===== src/rtl/reaction_round_controller.sv =====
// Round sequencer for the reaction-time game: pseudo-random pre-go delay,
// millisecond reaction scoring, false-start detection and score/run-count
// write-back to the register file.
module reaction_round_controller #(
    parameter int          MIN_DELAY = 1000,
    parameter int          FOUL_MS   = 500,
    parameter int          MAX_RUNS  = 7,
    parameter logic [15:0] LFSR_SEED = 16'hACE1
) (
    input  logic        Clock,
    input  logic        Reset,
    input  logic        Tick,
    input  logic        StartPulse,
    input  logic        HitPulse,
    output logic        GreenLed,
    output logic        RedLed,
    output logic        WriteEnable,
    output logic [2:0]  WriteAddress,
    output logic [12:0] WriteData,
    output logic [3:0]  RunCount,
    output logic [12:0] BestScore,
    output logic [11:0] DelayTarget,
    output logic [2:0]  State
);

    typedef enum logic [2:0] {
        IDLE     = 3'd0,
        WAIT     = 3'd1,
        GO       = 3'd2,
        WR_SCORE = 3'd3,
        WR_COUNT = 3'd4,
        FOUL     = 3'd5,
        FULL     = 3'd6
    } roundState_t;

    localparam int                FOUL_W       = $clog2(FOUL_MS + 1);
    localparam logic [FOUL_W-1:0] FOUL_LAST    = FOUL_W'(FOUL_MS - 1);
    localparam logic [12:0]       SCORE_MAX    = 13'h1FFF;
    localparam logic [11:0]       MIN_DELAY_12 = 12'(MIN_DELAY);
    localparam logic [3:0]        RUNS_FULL    = 4'(MAX_RUNS);

    roundState_t       state, stateNext;
    logic [15:0]       lfsr, lfsrNext;
    logic [11:0]       delayCnt, delayCntNext;
    logic [12:0]       scoreCnt, scoreCntNext;
    logic [FOUL_W-1:0] foulCnt, foulCntNext;
    logic [3:0]        runCountNext;
    logic [12:0]       bestScoreNext;
    logic [11:0]       delayTargetNext;
    logic              writeEnableNext;
    logic [2:0]        writeAddressNext;
    logic [12:0]       writeDataNext;
    logic              capture;
    logic [12:0]       capturedScore;

    // The state register doubles as the debug state output.
    assign State = state;

    // Next-state, counter and registered-output decode for the round sequence.
    // NOTE: every signal gets a default before the case so no path leaves one unassigned and infers a latch.
    always_comb begin
        stateNext        = state;
        lfsrNext         = {lfsr[14:0], lfsr[15] ^ lfsr[13] ^ lfsr[12] ^ lfsr[10]};
        delayCntNext     = delayCnt;
        scoreCntNext     = scoreCnt;
        foulCntNext      = foulCnt;
        runCountNext     = RunCount;
        bestScoreNext    = BestScore;
        delayTargetNext  = DelayTarget;
        writeEnableNext  = 1'b0;
        writeAddressNext = '0;
        writeDataNext    = '0;
        capture          = 1'b0;
        capturedScore    = scoreCnt;

        case (state)
            IDLE: begin
                // Start wins over a simultaneous hit; a lone hit is dropped.
                if (StartPulse) begin
                    delayTargetNext = MIN_DELAY_12 + {1'b0, lfsr[10:0]};
                    delayCntNext    = '0;
                    stateNext       = WAIT;
                end
            end
            WAIT: begin
                // A hit before go is a false start, even on the final tick.
                if (HitPulse) begin
                    foulCntNext = '0;
                    stateNext   = FOUL;
                end else if (Tick) begin
                    delayCntNext = delayCnt + 12'd1;
                    if (delayCnt + 12'd1 == DelayTarget) begin
                        scoreCntNext = '0;
                        stateNext    = GO;
                    end
                end
            end
            GO: begin
                // The hit captures the score as it stood before this cycle's tick.
                if (HitPulse) begin
                    capture = 1'b1;
                end else if (Tick) begin
                    if (scoreCnt == SCORE_MAX) begin
                        capture       = 1'b1;
                        capturedScore = SCORE_MAX;
                    end else begin
                        scoreCntNext = scoreCnt + 13'd1;
                    end
                end
                if (capture) begin
                    writeEnableNext  = 1'b1;
                    writeAddressNext = 3'(RunCount + 4'd1);
                    writeDataNext    = capturedScore;
                    stateNext        = WR_SCORE;
                end
            end
            WR_SCORE: begin
                // WriteData still holds the score being written this cycle.
                if (WriteData < BestScore) begin
                    bestScoreNext = WriteData;
                end
                runCountNext     = RunCount + 4'd1;
                writeEnableNext  = 1'b1;
                writeAddressNext = 3'd0;
                writeDataNext    = {9'd0, RunCount + 4'd1};
                stateNext        = WR_COUNT;
            end
            WR_COUNT: begin
                stateNext = (RunCount == RUNS_FULL) ? FULL : IDLE;
            end
            FOUL: begin
                if (Tick) begin
                    if (foulCnt == FOUL_LAST) begin
                        stateNext = IDLE;
                    end else begin
                        foulCntNext = foulCnt + FOUL_W'(1);
                    end
                end
            end
            FULL: begin
                stateNext = FULL;
            end
            default: begin
                stateNext = IDLE;
            end
        endcase
    end

    // State, counters and all outputs update together; reset overrides everything.
    // NOTE: sequential state uses non-blocking assignments so every register samples pre-edge values.
    always_ff @(posedge Clock) begin
        if (Reset) begin
            state        <= IDLE;
            lfsr         <= LFSR_SEED;
            delayCnt     <= '0;
            scoreCnt     <= '0;
            foulCnt      <= '0;
            RunCount     <= '0;
            BestScore    <= SCORE_MAX;
            DelayTarget  <= '0;
            WriteEnable  <= 1'b0;
            WriteAddress <= '0;
            WriteData    <= '0;
            GreenLed     <= 1'b0;
            RedLed       <= 1'b0;
        end else begin
            state        <= stateNext;
            lfsr         <= lfsrNext;
            delayCnt     <= delayCntNext;
            scoreCnt     <= scoreCntNext;
            foulCnt      <= foulCntNext;
            RunCount     <= runCountNext;
            BestScore    <= bestScoreNext;
            DelayTarget  <= delayTargetNext;
            WriteEnable  <= writeEnableNext;
            WriteAddress <= writeAddressNext;
            WriteData    <= writeDataNext;
            GreenLed     <= (stateNext == GO);
            RedLed       <= (stateNext == FOUL) || (stateNext == FULL);
        end
    end

endmodule


===== config.mk =====
export PLATFORM = sky130hd
export DESIGN_NAME = reaction_round_controller
export DESIGN_NICKNAME = d
export VERILOG_FILES = /design/src/rtl/reaction_round_controller.sv
export SDC_FILE = /design/constraint.sdc
export NUM_CORES = 1
export LEC_CHECK = 0
export ABC_CLOCK_PERIOD_IN_PS = 3200
export CORE_MARGIN = 10
export CORE_UTILIZATION = 35
export DETAILED_ROUTE_END_ITERATION = 16
export PLACE_DENSITY = 0.67
export SYNTH_ARGS = -nofsm -noshare
export SYNTH_HDL_FRONTEND = slang
export SYNTH_SLANG_ARGS = --single-unit

===== constraint.sdc =====
create_clock -name Clock -period 3.2 [get_ports Clock]
set_clock_uncertainty 0.05 [all_clocks]
set_input_delay 0.32 -clock Clock [delete_from_list [all_inputs] [get_ports Clock]]
set_output_delay 0.32 -clock Clock [all_outputs]
set_load 0.03 [all_outputs]

======== Word-level counts from Yosys, hierarchy flattened ========
Cells that the tools add are included.
storage, ports and cells
  bits of input ports ..................... 5
  output and inout bits ................... 51
  logic and storage cells ................. 93
  register bits after elaboration ......... 101
operators by class
  add/sub/neg operators ................... 5
  bitwise gates (word level) .............. 5
  order comparisons ....................... 1
  multiplexer cells ....................... 35
  equal/unequal tests ..................... 23
  reduce and logical (&&, ||, !) cells .... 11
operators with widths
  kind                                                              count
  13-bit two-way mux                                                10
  13-bit one-hot mux with 2 select lines                            2
  12-bit two-way mux                                                3
  9-bit two-way mux                                                 3
  3-bit two-way mux                                                 8
  12-bit one-hot mux with 2 select lines                            1
  3-bit one-hot mux with 7 select lines                             1
  2-bit != test (second input constant)                             10
  9-bit one-hot mux with 2 select lines                             1
  3-bit == test (second input constant)                             5
  13-bit by 1-bit adder with 13-bit output (second input constant)  1
  13-bit == test (second input constant)                            1
  13-bit < comparator                                               1
  10-bit by 11-bit adder with 12-bit output (first input constant)  1
  12-bit by 1-bit adder with 12-bit output (second input constant)  1
  12-bit == test                                                    1
  9-bit by 1-bit adder with 9-bit output (second input constant)    1
  3-bit by 2-bit == test with 1-bit output (second input constant)  3
  9-bit == test (second input constant)                             1
  4-bit AND reduction                                               2
  7-bit AND reduction                                               1
  2-bit nonzero test                                                3
  1-bit two-way mux                                                 5
  4-bit by 1-bit adder with 4-bit output (second input constant)    1
  9 further kinds                                                   13

======== Depth between registers and ports, before layout ========
Gate-level depths: netlist (run 1).
  word-level depth ........................ 9
  mapped depth ............................ 10
  gate-level depth less buffers ........... 9

======== Worst setup path after synthesis (run 1) ========
OpenSTA, ideal clock, no wires.
  path kind ............................... reg2reg
  start ................................... register delayCnt[0]
  end ..................................... register scoreCnt[9]
  setup time .............................. 121 ps
  data required time ...................... 3,029 ps
  stages on the path, launching flop included .. 10
  path buffers ............................ 0
  arrival time ............................ 2,864 ps
  setup slack ............................. 166 ps
  clock period less this slack ............ 3,034 ps
  cells stage by stage .................... dfxtp_1 > ha_1 > nand3_4 > or3_1 > a2111oi_2 > o2111ai_1 > nor4_4 > nor2_2 > nor4_1 > mux2_2
on the way
  cells in the longest elaborated chain, start to end .. 4
RTL lines
  item                                      line  text
  from (decl)                               44    logic [11:0] delayCnt, delayCntNext;
  from (signal assigned)                    169   delayCnt <= delayCntNext;
  12-bit by 1-bit adder with 12-bit output  92    if (delayCnt + 12'd1 == DelayTarget) begin
  12-bit == test                            92
  2-bit != test (no source line)            -
  7-bit AND reduction (no source line)      -
  to (signal assigned)                      170   scoreCnt <= scoreCntNext;
  to (decl)                                 45    logic [12:0] scoreCnt, scoreCntNext;
Every way passes these cells.
A chain may end at the register's enable or synchronous reset.

======== Worst setup path after layout (run 1) ========
  start ................................... register delayCnt[1]
  end ..................................... register scoreCnt[8]
Same word-level chain as after synthesis.

==> reports/results.tsv, run 1 <==
stage	metric	value	unit
hold_path	hold path depth	1	
detailed_routing	DRC Markers	0	
floorplan	Die Ht	136	um
detailed_routing	Iter 0 DRT Violations	227	
placement	# port buffers	55	
final_layout	Non-Filler Instances	789	
final_layout	fin nets	631	
sta	setup violators final	0	
final_layout	Syn-to-layout area delta	23.7	%
synth	sequential area share after synthesis	43.2	%
clock_tree	CTS tree	built	
clock_tree	Clock transition at path regs	70	ps
synth	synth warn	0	
placement	placed standard-cell area	5450	um^2
placement	placed insts	773	
global_routing	vias in the first global route	4010	
flow_run	MaxCap Viol Count	0	
power_and_ir_drop	leakage power	2.19	nW
power_and_ir_drop	VDD IR-drop max	0.248	mV
floorplan	row cnt	42	
critical_path	CP max-delay cell	nor4_4	
synth	Post-Syn Nets	573	
global_routing	GRT Util Overall	13.1	%
synth	cell area after synthesis	4680	um^2
synth	FF+latch count, synth	101	
hold_path	Hold Path Sink	lfsr[15]	
critical_path	Setup crit start kind	flop	
critical_path	Req. time, crit path	3440	ps
clock_tree	CTS Buf Count	9	
sta	Final Max Slew Viols	0	
clock_tree	Clock Latency Late Sink	350	ps
critical_path	RR Startpoint	delayCnt[1]	
sta	fin crit share	95.8	%
clock_tree	H-tree Lvls	3	
power_and_ir_drop	Power Density	459	nW/um^2
final_layout	n_diodes	0	
critical_path	WP data arrival	3300	ps
sta	relative slew slack	35.5	%
critical_path	CP startpoint	delayCnt[1]	
sta	Period minus WS final	3060	ps
detailed_routing	Post-DRT Antenna Nets	0	
final_layout	post-route cell area	5780	um^2
critical_path	Max FO, Critical Path	9	
final_layout	share of layout cells above drive strength 1	9.14	%
synth	Synth async-reset ratio	0	%
synth	EDFF count, synth	0	
clock_tree	clk root buf	clkbuf_16	
sta	Final Hold Fails	0	
synth	top_reg_cell synth	dfxtp_1	
hold_path	HP Class	reg2reg	
critical_path	Worst path max stage delay	450	ps
floorplan	total core area	13200	um^2
critical_path	Worst setup EP type	flop	
sta	measured slew at the worst slew-check pin	968	ps
detailed_routing	via-per-instance ratio	5.10	
critical_path	Reg2Reg Depth	10	
placement	dpl hpwl	8.62	mm
critical_path	cell family with most CP delay	simple AND/OR/NAND/NOR gates	
synth	Yosys cell types	56	
critical_path	Buffers & Inverters on Critical Path	1	
synth	Post-Synthesis Mean Instance Area	8.49	um^2
floorplan	IO Count	56	
critical_path	Reg2Reg Setup Slack	140	ps
sta	Max Freq	0.326	GHz
floorplan	Die Width	136	um
detailed_routing	vias	4027	
global_routing	first-pass GRT wire length	19.6	mm
critical_path	RR Endpoint	scoreCnt[8]	
placement	GPL Wtd Cong	0.900	
detailed_routing	WL per Instance	14.9	um
critical_path	critical path type	reg2reg	
critical_path	crit-path cells	ha_4 -> nand3_4 -> or3_4 -> a2111oi_4 -> o2111ai_2 -> nor4_4 -> nor2_2 -> buf_4 -> or4_1 -> a21oi_1	
hold_path	hold path startpoint	lfsr[14]	
synth	synthesized instance count	551	
floorplan	die area	18400	um^2
global_routing	pin count of the biggest net entering global routing	41	
global_routing	number of antenna violations at the first check in global routing	0	
clock_tree	CTS Hold Bufs	0	
global_routing	GRT overflow	0	
clock_tree	Num Clock Sinks	101	
clock_tree	clock buffer depth	2	
detailed_routing	routed wire length	11.8	mm
run_status	status	completed	
floorplan	Starting Density	35.4	%
detailed_routing	router iterations before antenna repair	4	
-- layout by cell type, fill, tap and decap left out, drive strengths merged, types with 3 or more instances in the layout --
master	count
dfxtp	101
nor2	72
clkdlybuf4s50	54
a21oi	47
inv	43
nand2	36
xnor2	21
nand3	20
o21ai	20
nor2b	17
xor2	17
ha	17
buf	16
a211o	14
and3	11
clkbuf	11
or2	10
nor3	9
nand4	8
or3	7
a211oi	6
nand2b	5
or4	5
a21o	4
o2111ai	4
o31ai	3
and4	3
a2111oi	3
nor4	3
-- state kept, by name, summed over array words and instances (netlist names) --
signal and cells:
WriteData 13, foulCnt 9, State 3, WriteEnable 1
BestScore 13, lfsr 16, delayCnt 12, GreenLed 1
scoreCnt 13, RunCount 4, DelayTarget 12, WriteAddress 3
RedLed 1
-- metal layers --
layer  vias to the layer above  global-route usage (%)  routed length, um
met5                         -                       0                  0
met4                         0                    4.96                216
met3                        15                    3.97                635
met2                        86                    21.5               5600
met1                      1918                    15.6               5310
li1                       2008                       -                  -
-- through the flow --
step / TNS (ps) / util (%) / setup WS (ps) / hold slack, ps / power [mW]
final: 0 / 43.8 / 135 / 390 / 2.66
after CTS: 0 / 43.5 / 55.3 / 387 / 2.68
after global routing: -6.09 / 43.8 / -6.09 / 412 / 2.77
after global placement: 0 / 41.3 / 242 / 349 / 1.62
after floorplan: 0 / - / 166 / 339 / 1.53
after detailed placement: 0 / 41.3 / 83.2 / 356 / 1.63
-- how the worst max path moves through the flow --
stage,to,slack (ps),cells after the start
5_1_grt,scoreCnt[10],-6,10
3_5_place_dp,scoreCnt[8],80,10
6_report,scoreCnt[8],140,10
4_1_cts,scoreCnt[8],60,10
3_3_place_gp,scoreCnt[8],240,10
2_1_floorplan,scoreCnt[9],170,9
-- Yosys cell counts, types with 2 or more instances --
cell | number | share of area, %
a211oi_1 | 6 | 0.96
and4_1 | 2 | 0.37
nand2b_1 | 5 | 0.67
inv_1 | 42 | 3.4
nor2b_1 | 17 | 2.3
nand2_1 | 36 | 2.9
o21a_1 | 2 | 0.32
buf_2 | 3 | 0.32
xnor2_1 | 21 | 3.9
o22ai_1 | 2 | 0.27
nor3_2 | 2 | 0.43
nor3_1 | 7 | 0.75
xor2_1 | 17 | 3.2
or3_1 | 6 | 0.80
nor2_1 | 71 | 5.7
o22a_1 | 2 | 0.37
nor4_1 | 2 | 0.27
clkbuf_1 | 18 | 1.4
and3_1 | 10 | 1.3
o21bai_1 | 2 | 0.32
a211o_1 | 14 | 2.6
o31ai_1 | 3 | 0.48
nand3_1 | 19 | 2.0
or2_2 | 10 | 1.3
mux2_2 | 2 | 0.48
nand4_1 | 8 | 1.1
or4_1 | 5 | 0.80
o21ai_0 | 19 | 2.0
o2111ai_1 | 4 | 0.75
a31oi_1 | 2 | 0.27
ha_1 | 17 | 4.5
dfxtp_1 | 101 | 43
a21o_1 | 4 | 0.64
a2111oi_0 | 2 | 0.37
a21oi_1 | 47 | 5.0
-- area by class of cell --
class,instances,area [um^2]
fill,1290,7410
tap,176,220
clock buffer,11,253
clock inverter,4,32.5
sequential,101,2020
timing repair buffer,70,658
multi-input combinational,385,2440
inverter,42,158
-- logic make-up (layout without fill, tap and decap cells) --
kind of cell	Yosys count	count (layout)	share of synthesized area [%]
XOR/XNOR	38	38	7.12
adder cells (fa/ha/maj)	17	17	4.55
multiplexers	3	3	0.696
buffers and inverters	65	127	5.38
flip-flops	101	101	43.2
AND/OR/NAND/NOR	210	210	23.0
AO/OA/AOI/OAI	117	117	16.1
-- power breakdown --
part	internal, mW	switching, mW	leakage (nW)
Sequential	1.29	0.0390	0.821
Combinational	0.109	0.166	1.23
Clock	0.571	0.481	0.140
-- what timing repair did --
action                     in CTS  in global routing
setup buffers                   0                  1
gates resized for setup         0                  6
setup endpoints to repair       0                  6
No activity file was read; power rests on OpenSTA's default activity.
==> run 2, diff against run 1 <==
--- a/config.mk
+++ b/config.mk
@@ -6,10 +6,11 @@
 export NUM_CORES = 1
 export LEC_CHECK = 0
 export ABC_CLOCK_PERIOD_IN_PS = 3200
-export CORE_MARGIN = 10
 export CORE_UTILIZATION = 35
 export DETAILED_ROUTE_END_ITERATION = 16
 export PLACE_DENSITY = 0.67
+export REMOVE_ABC_BUFFERS = 1
 export SYNTH_ARGS = -nofsm -noshare
 export SYNTH_HDL_FRONTEND = slang
 export SYNTH_SLANG_ARGS = --single-unit
+export TNS_END_PERCENT = 100
==> reports/results.tsv, run 2 (synthesis gave the netlist of run 1 again) <==
stage	metric	value	unit
detailed_routing	router iterations before antenna repair	4	
power_and_ir_drop	Internal Power	1.96	mW
placement	# port buffers	55	
clock_tree	CTS tree	built	
final_layout	most common cell after layout, fill and taps aside	dfxtp_1	
final_layout	fin nets	630	
sta	relative slew slack	34.5	%
power_and_ir_drop	Clock power frac	40.1	%
global_routing	vias in the first global route	3869	
critical_path	crit-path cells	ha_2 -> nand3_4 -> or3_1 -> a2111oi_4 -> o2111ai_2 -> nor4_4 -> buf_4 -> nor2_2 -> buf_4 -> or4_1 -> a21oi_1	
global_routing	pin count of the biggest net entering global routing	38	
floorplan	Die Width	118	um
sta	Hold WS	374	ps
detailed_routing	WL per Instance	13.4	um
floorplan	Starting Density	36.5	%
floorplan	Die Ht	118	um
final_layout	Biggest register	lfsr	
critical_path	Buffers & Inverters on Critical Path	2	
global_routing	GRT overflow	0	
critical_path	critical path type	reg2reg	
critical_path	Worst path max stage delay	460	ps
floorplan	total core area	12800	um^2
final_layout	share of layout cells above drive strength 1	8.97	%
sta	measured slew at the worst slew-check pin	982	ps
global_routing	first-pass GRT wire length	17.9	mm
sta	setup violators final	0	
critical_path	Req. time, crit path	3450	ps
global_routing	GRT Util Overall	15.9	%
placement	dpl hpwl	7.66	mm
clock_tree	Clock transition at path regs	80	ps
clock_tree	CTS Hold Bufs	0	
detailed_routing	Post-DRT Antenna Nets	0	
critical_path	Max FO, Critical Path	9	
run_status	status	completed	
clock_tree	H-tree Lvls	3	
clock_tree	CTS Buf Count	9	
critical_path	Setup crit start kind	flop	
power_and_ir_drop	VDD IR-drop max	0.434	mV
critical_path	most used cell, CP	buf_4	
critical_path	CP max-delay cell	or3_1	
final_layout	Non-Filler Instances	785	
detailed_routing	Iter 0 DRT Violations	205	
final_layout	number of flip-flops in the largest register	16	
sta	Max Freq	0.326	GHz
flow_run	MaxCap Viol Count	0	
power_and_ir_drop	combinational power share	10.4	%
placement	GPL Wtd Cong	0.887	
placement	placed insts	767	
clock_tree	clock buffer depth	2	
sta	fin crit share	96.0	%
clock_tree	Clock Latency Late Sink	360	ps
final_layout	Syn-to-layout area delta	23.2	%
power_and_ir_drop	sequential power share	49.5	%
power_and_ir_drop	leakage power	2.19	nW
global_routing	number of antenna violations at the first check in global routing	0	
final_layout	n_diodes	0	
clock_tree	Num Clock Sinks	101	
floorplan	row cnt	41	
critical_path	WP data arrival	3320	ps
sta	Period minus WS final	3070	ps
detailed_routing	routed wire length	10.5	mm
hold_path	HP Class	reg2reg	
detailed_routing	DRC Markers	0	
final_layout	most frequent cells in the layout	100 x dfxtp_1, 71 x nor2_1, 54 x clkdlybuf4s50_1, 47 x a21oi_1, 42 x inv_1	
critical_path	Worst setup EP type	flop	
sta	Final Hold Fails	0	
power_and_ir_drop	sw frac	26.6	%
critical_path	cell family with most CP delay	simple AND/OR/NAND/NOR gates	
sta	Final Max Slew Viols	0	
detailed_routing	vias	3976	
power_and_ir_drop	Sw Pwr	712	uW
floorplan	die area	13800	um^2
clock_tree	clk root buf	clkbuf_16	
final_layout	Fill cells	1248	
power_and_ir_drop	Power Density	464	nW/um^2
detailed_routing	via-per-instance ratio	5.06	
floorplan	IO Count	56	
run 2: layout make-up:
type,count,area [um^2],share of cell area (%)
well taps,172,215,3.74
inverters,42,158,2.74
flip-flops and latches,101,2020,35.1
clock inverters,6,52.6,0.912
repair buffers,69,651,11.3
clock buffers,10,239,4.15
multi-input cells,385,2420,42.1
run 2: worst paths after layout:
| check | cells after the start | endpoint | start | slack [ps] |
|---|---|---|---|---|
| min | 1 | lfsr[15] | lfsr[14] | 370 |
| max reg2reg | 11 | scoreCnt[8] | delayCnt[1] | 130 |
| min reg2reg | 1 | lfsr[15] | lfsr[14] | 370 |
| max | 11 | scoreCnt[8] | delayCnt[1] | 130 |
run 2: per-layer routing:
layer	global-route usage (%)	vias to the layer above	routed length [um]
met5	0	-	0
met1	19.8	1844	4950
met3	4.17	16	505
met2	25.1	101	4890
met4	8.01	0	167
li1	-	2015	-
run 2: through the flow:
stage               worst slack (ps)  cell area (um^2)  TNS [ps]  utilization (%)  power (mW)
global route                   -23.2              5760     -23.2             44.9        2.78
finish                           128              5760         0             44.9        2.68
global placement                 243              5430         0             42.4        1.62
detailed placement               115              5430         0             42.4        1.62
CTS                             90.6              5720         0             44.6        2.70
floorplan                        160              4580         0                -        1.51
run 2: what timing repair did:
action,in CTS,in global routing
endpoints found under the setup margin,0,5
resized for setup,0,4
buffers inserted,0,2
run 2: power groups by stage:
stage                     clock, mW  sequential, mW  combinational [mW]
final                          1.07            1.33               0.277
after global routing           1.15            1.33               0.301
after CTS                      1.10            1.33               0.272
after detailed placement          0            1.35               0.271
after global placement            0            1.35               0.268
after floorplan                   0            1.38               0.129
==> run 3, diff against run 2 <==
--- a/config.mk
+++ b/config.mk
@@ -8,6 +8,7 @@
 export ABC_CLOCK_PERIOD_IN_PS = 3200
 export CORE_UTILIZATION = 35
 export DETAILED_ROUTE_END_ITERATION = 16
+export MAX_ROUTING_LAYER = met4
 export PLACE_DENSITY = 0.67
 export REMOVE_ABC_BUFFERS = 1
 export SYNTH_ARGS = -nofsm -noshare
==> constraint.sdc (replaced) <==
create_clock -name Clock -period 3.2 [get_ports Clock]
set_clock_uncertainty 0.05 [all_clocks]
set_input_delay 0.64 -clock Clock [delete_from_list [all_inputs] [get_ports Clock]]
set_output_delay 0.64 -clock Clock [all_outputs]
set_load 0.03 [all_outputs]
==> reports/results.tsv, run 3 (synthesis gave the netlist of run 1 again) <==
stage	metric	value	unit
final_layout	most common cell after layout, fill and taps aside	dfxtp_1	
placement	placed insts	768	
detailed_routing	router iterations before antenna repair	5	
global_routing	first-pass GRT wire length	17.6	mm
final_layout	fin nets	630	
detailed_routing	vias	4012	
final_layout	share of layout cells above drive strength 1	8.97	%
power_and_ir_drop	VDD IR-drop max	0.294	mV
floorplan	IO Count	56	
floorplan	die area	13800	um^2
final_layout	number of flip-flops in the largest register	16	
detailed_routing	Iter 0 DRT Violations	259	
final_layout	Non-Filler Instances	785	
critical_path	Setup crit start kind	flop	
sta	relative slew slack	59.7	%
run_status	status	completed	
sta	worst setup margin	182	ps
power_and_ir_drop	leakage power	2.19	nW
critical_path	crit-path cells	ha_4 -> nand3_4 -> or3_1 -> a2111oi_2 -> o2111ai_2 -> nor4_4 -> nor2_2 -> nor4_1 -> mux2_2	
sta	Final Max Slew Viols	0	
sta	Final Hold Fails	0	
power_and_ir_drop	Power Density	469	nW/um^2
clock_tree	CTS Buf Count	9	
floorplan	Die Width	118	um
final_layout	n_diodes	0	
final_layout	Biggest register	lfsr	
global_routing	vias in the first global route	3777	
clock_tree	clock buffer depth	2	
critical_path	CP max-delay cell	or3_1	
critical_path	Buffers & Inverters on Critical Path	0	
floorplan	Starting Density	36.5	%
critical_path	WP data arrival	3210	ps
critical_path	Req. time, crit path	3390	ps
floorplan	total core area	12800	um^2
global_routing	number of antenna violations at the first check in global routing	0	
sta	fin crit share	94.3	%
clock_tree	Num Clock Sinks	101	
hold_path	hold path startpoint	lfsr[14]	
final_layout	post-route cell area	5770	um^2
global_routing	GRT Util Overall	16.0	%
power_and_ir_drop	Design Power	2.71	mW
floorplan	Die Ht	118	um
sta	Max Freq	0.331	GHz
detailed_routing	routed wire length	10.4	mm
critical_path	Worst setup EP type	flop	
sta	Period minus WS final	3020	ps
critical_path	Worst path max stage delay	410	ps
critical_path	cell family with most CP delay	simple AND/OR/NAND/NOR gates	
clock_tree	Clock Latency Late Sink	350	ps
sta	measured slew at the worst slew-check pin	600	ps
global_routing	pin count of the biggest net entering global routing	45	
placement	dpl hpwl	7.62	mm
global_routing	GRT overflow	0	
placement	placed standard-cell area	5440	um^2
critical_path	Reg2Reg Setup Slack	180	ps
detailed_routing	DRC Markers	0	
final_layout	Syn-to-layout area delta	23.5	%
clock_tree	H-tree Lvls	3	
critical_path	Max FO, Critical Path	9	
floorplan	row cnt	41	
clock_tree	CTS tree	built	
clock_tree	Clock transition at path regs	70	ps
final_layout	most frequent cells in the layout	100 x dfxtp_1, 71 x nor2_1, 54 x clkdlybuf4s50_1, 47 x a21oi_1, 42 x inv_1	
hold_path	hold path depth	1	
detailed_routing	via-per-instance ratio	5.11	
sta	RSZ-0062 raised after global routing	false	
critical_path	RR Endpoint	scoreCnt[9]	
placement	GPL Wtd Cong	0.896	
clock_tree	CTS Hold Bufs	0	
critical_path	RR Startpoint	delayCnt[1]	
detailed_routing	WL per Instance	13.3	um
placement	Post-Place Worst Slack	32.1	ps
hold_path	Hold Path Sink	lfsr[15]	
sta	setup violators final	0	
detailed_routing	Post-DRT Antenna Nets	0	
sta	setup TNS	0	ps
hold_path	HP Class	reg2reg	
clock_tree	clk root buf	clkbuf_16	
critical_path	Reg2Reg Depth	9	
critical_path	critical path type	reg2reg	
flow_run	MaxCap Viol Count	0	
placement	# port buffers	55	
[run 3: cell types whose count changed in the layout (fill, tap and decap cells not counted), sizes merged]
cell | before | now
bufinv | 0 | 1
clkbuf | 10 | 9
inv | 46 | 45
clkinv | 1 | 2
[run 3: worst max path at each step]
stage	cells after the start	end	startpoint	slack [ps]
2_1_floorplan	9	scoreCnt[9]	delayCnt[0]	160
3_3_place_gp	9	scoreCnt[9]	delayCnt[1]	120
3_5_place_dp	9	scoreCnt[9]	delayCnt[1]	30
4_1_cts	9	scoreCnt[9]	delayCnt[1]	30
5_1_grt	9	scoreCnt[3]	delayCnt[2]	30
6_report	9	scoreCnt[9]	delayCnt[1]	180
[run 3: timing repair]
item | in CTS | in global routing
gates resized for setup | 0 | 4
endpoints found under the hold margin | 0 | 0
endpoints found under the setup margin | 0 | 6
setup buffers | 0 | 1
[run 3: per-stage QoR]
stage,util (%),hold slack [ps]
2_1_floorplan,-,339
4_1_cts,44.8,375
5_1_grt,45.0,413
3_3_place_gp,42.4,348
3_5_place_dp,42.4,353
6_report,45.0,371
[run 3: per-layer routing]
layer / global-route usage, % / routed length (um) / part of all wire (%) / vias to the layer above
li1: - / - / - / 2012
met1: 19.8 / 4960 / 48 / 1888
met2: 25.1 / 4760 / 46 / 91
met3: 3.54 / 436 / 4.2 / 21
met4: 7.13 / 268 / 2.6 / 0
met5: - / 0 / 0 / -
[run 3: report_power, final]
group / switching, mW / internal, mW / leakage, nW / total (mW)
registers: 0.0359 / 1.29 / 0.821 / 1.33
logic: 0.164 / 0.109 / 1.22 / 0.273
clock network: 0.491 / 0.617 / 0.148 / 1.11
total: 0.691 / 2.02 / 2.19 / 2.71
[run 3: layout make-up]
cell class              instances  area (um^2)
clock buffers                   9          225
clock inverters                 7         80.1
fillers                      1256         7050
inverters                      42          158
multi-input cells             385         2420
flip-flops and latches        101         2020
well taps                     172          215
repair buffers                 69          651
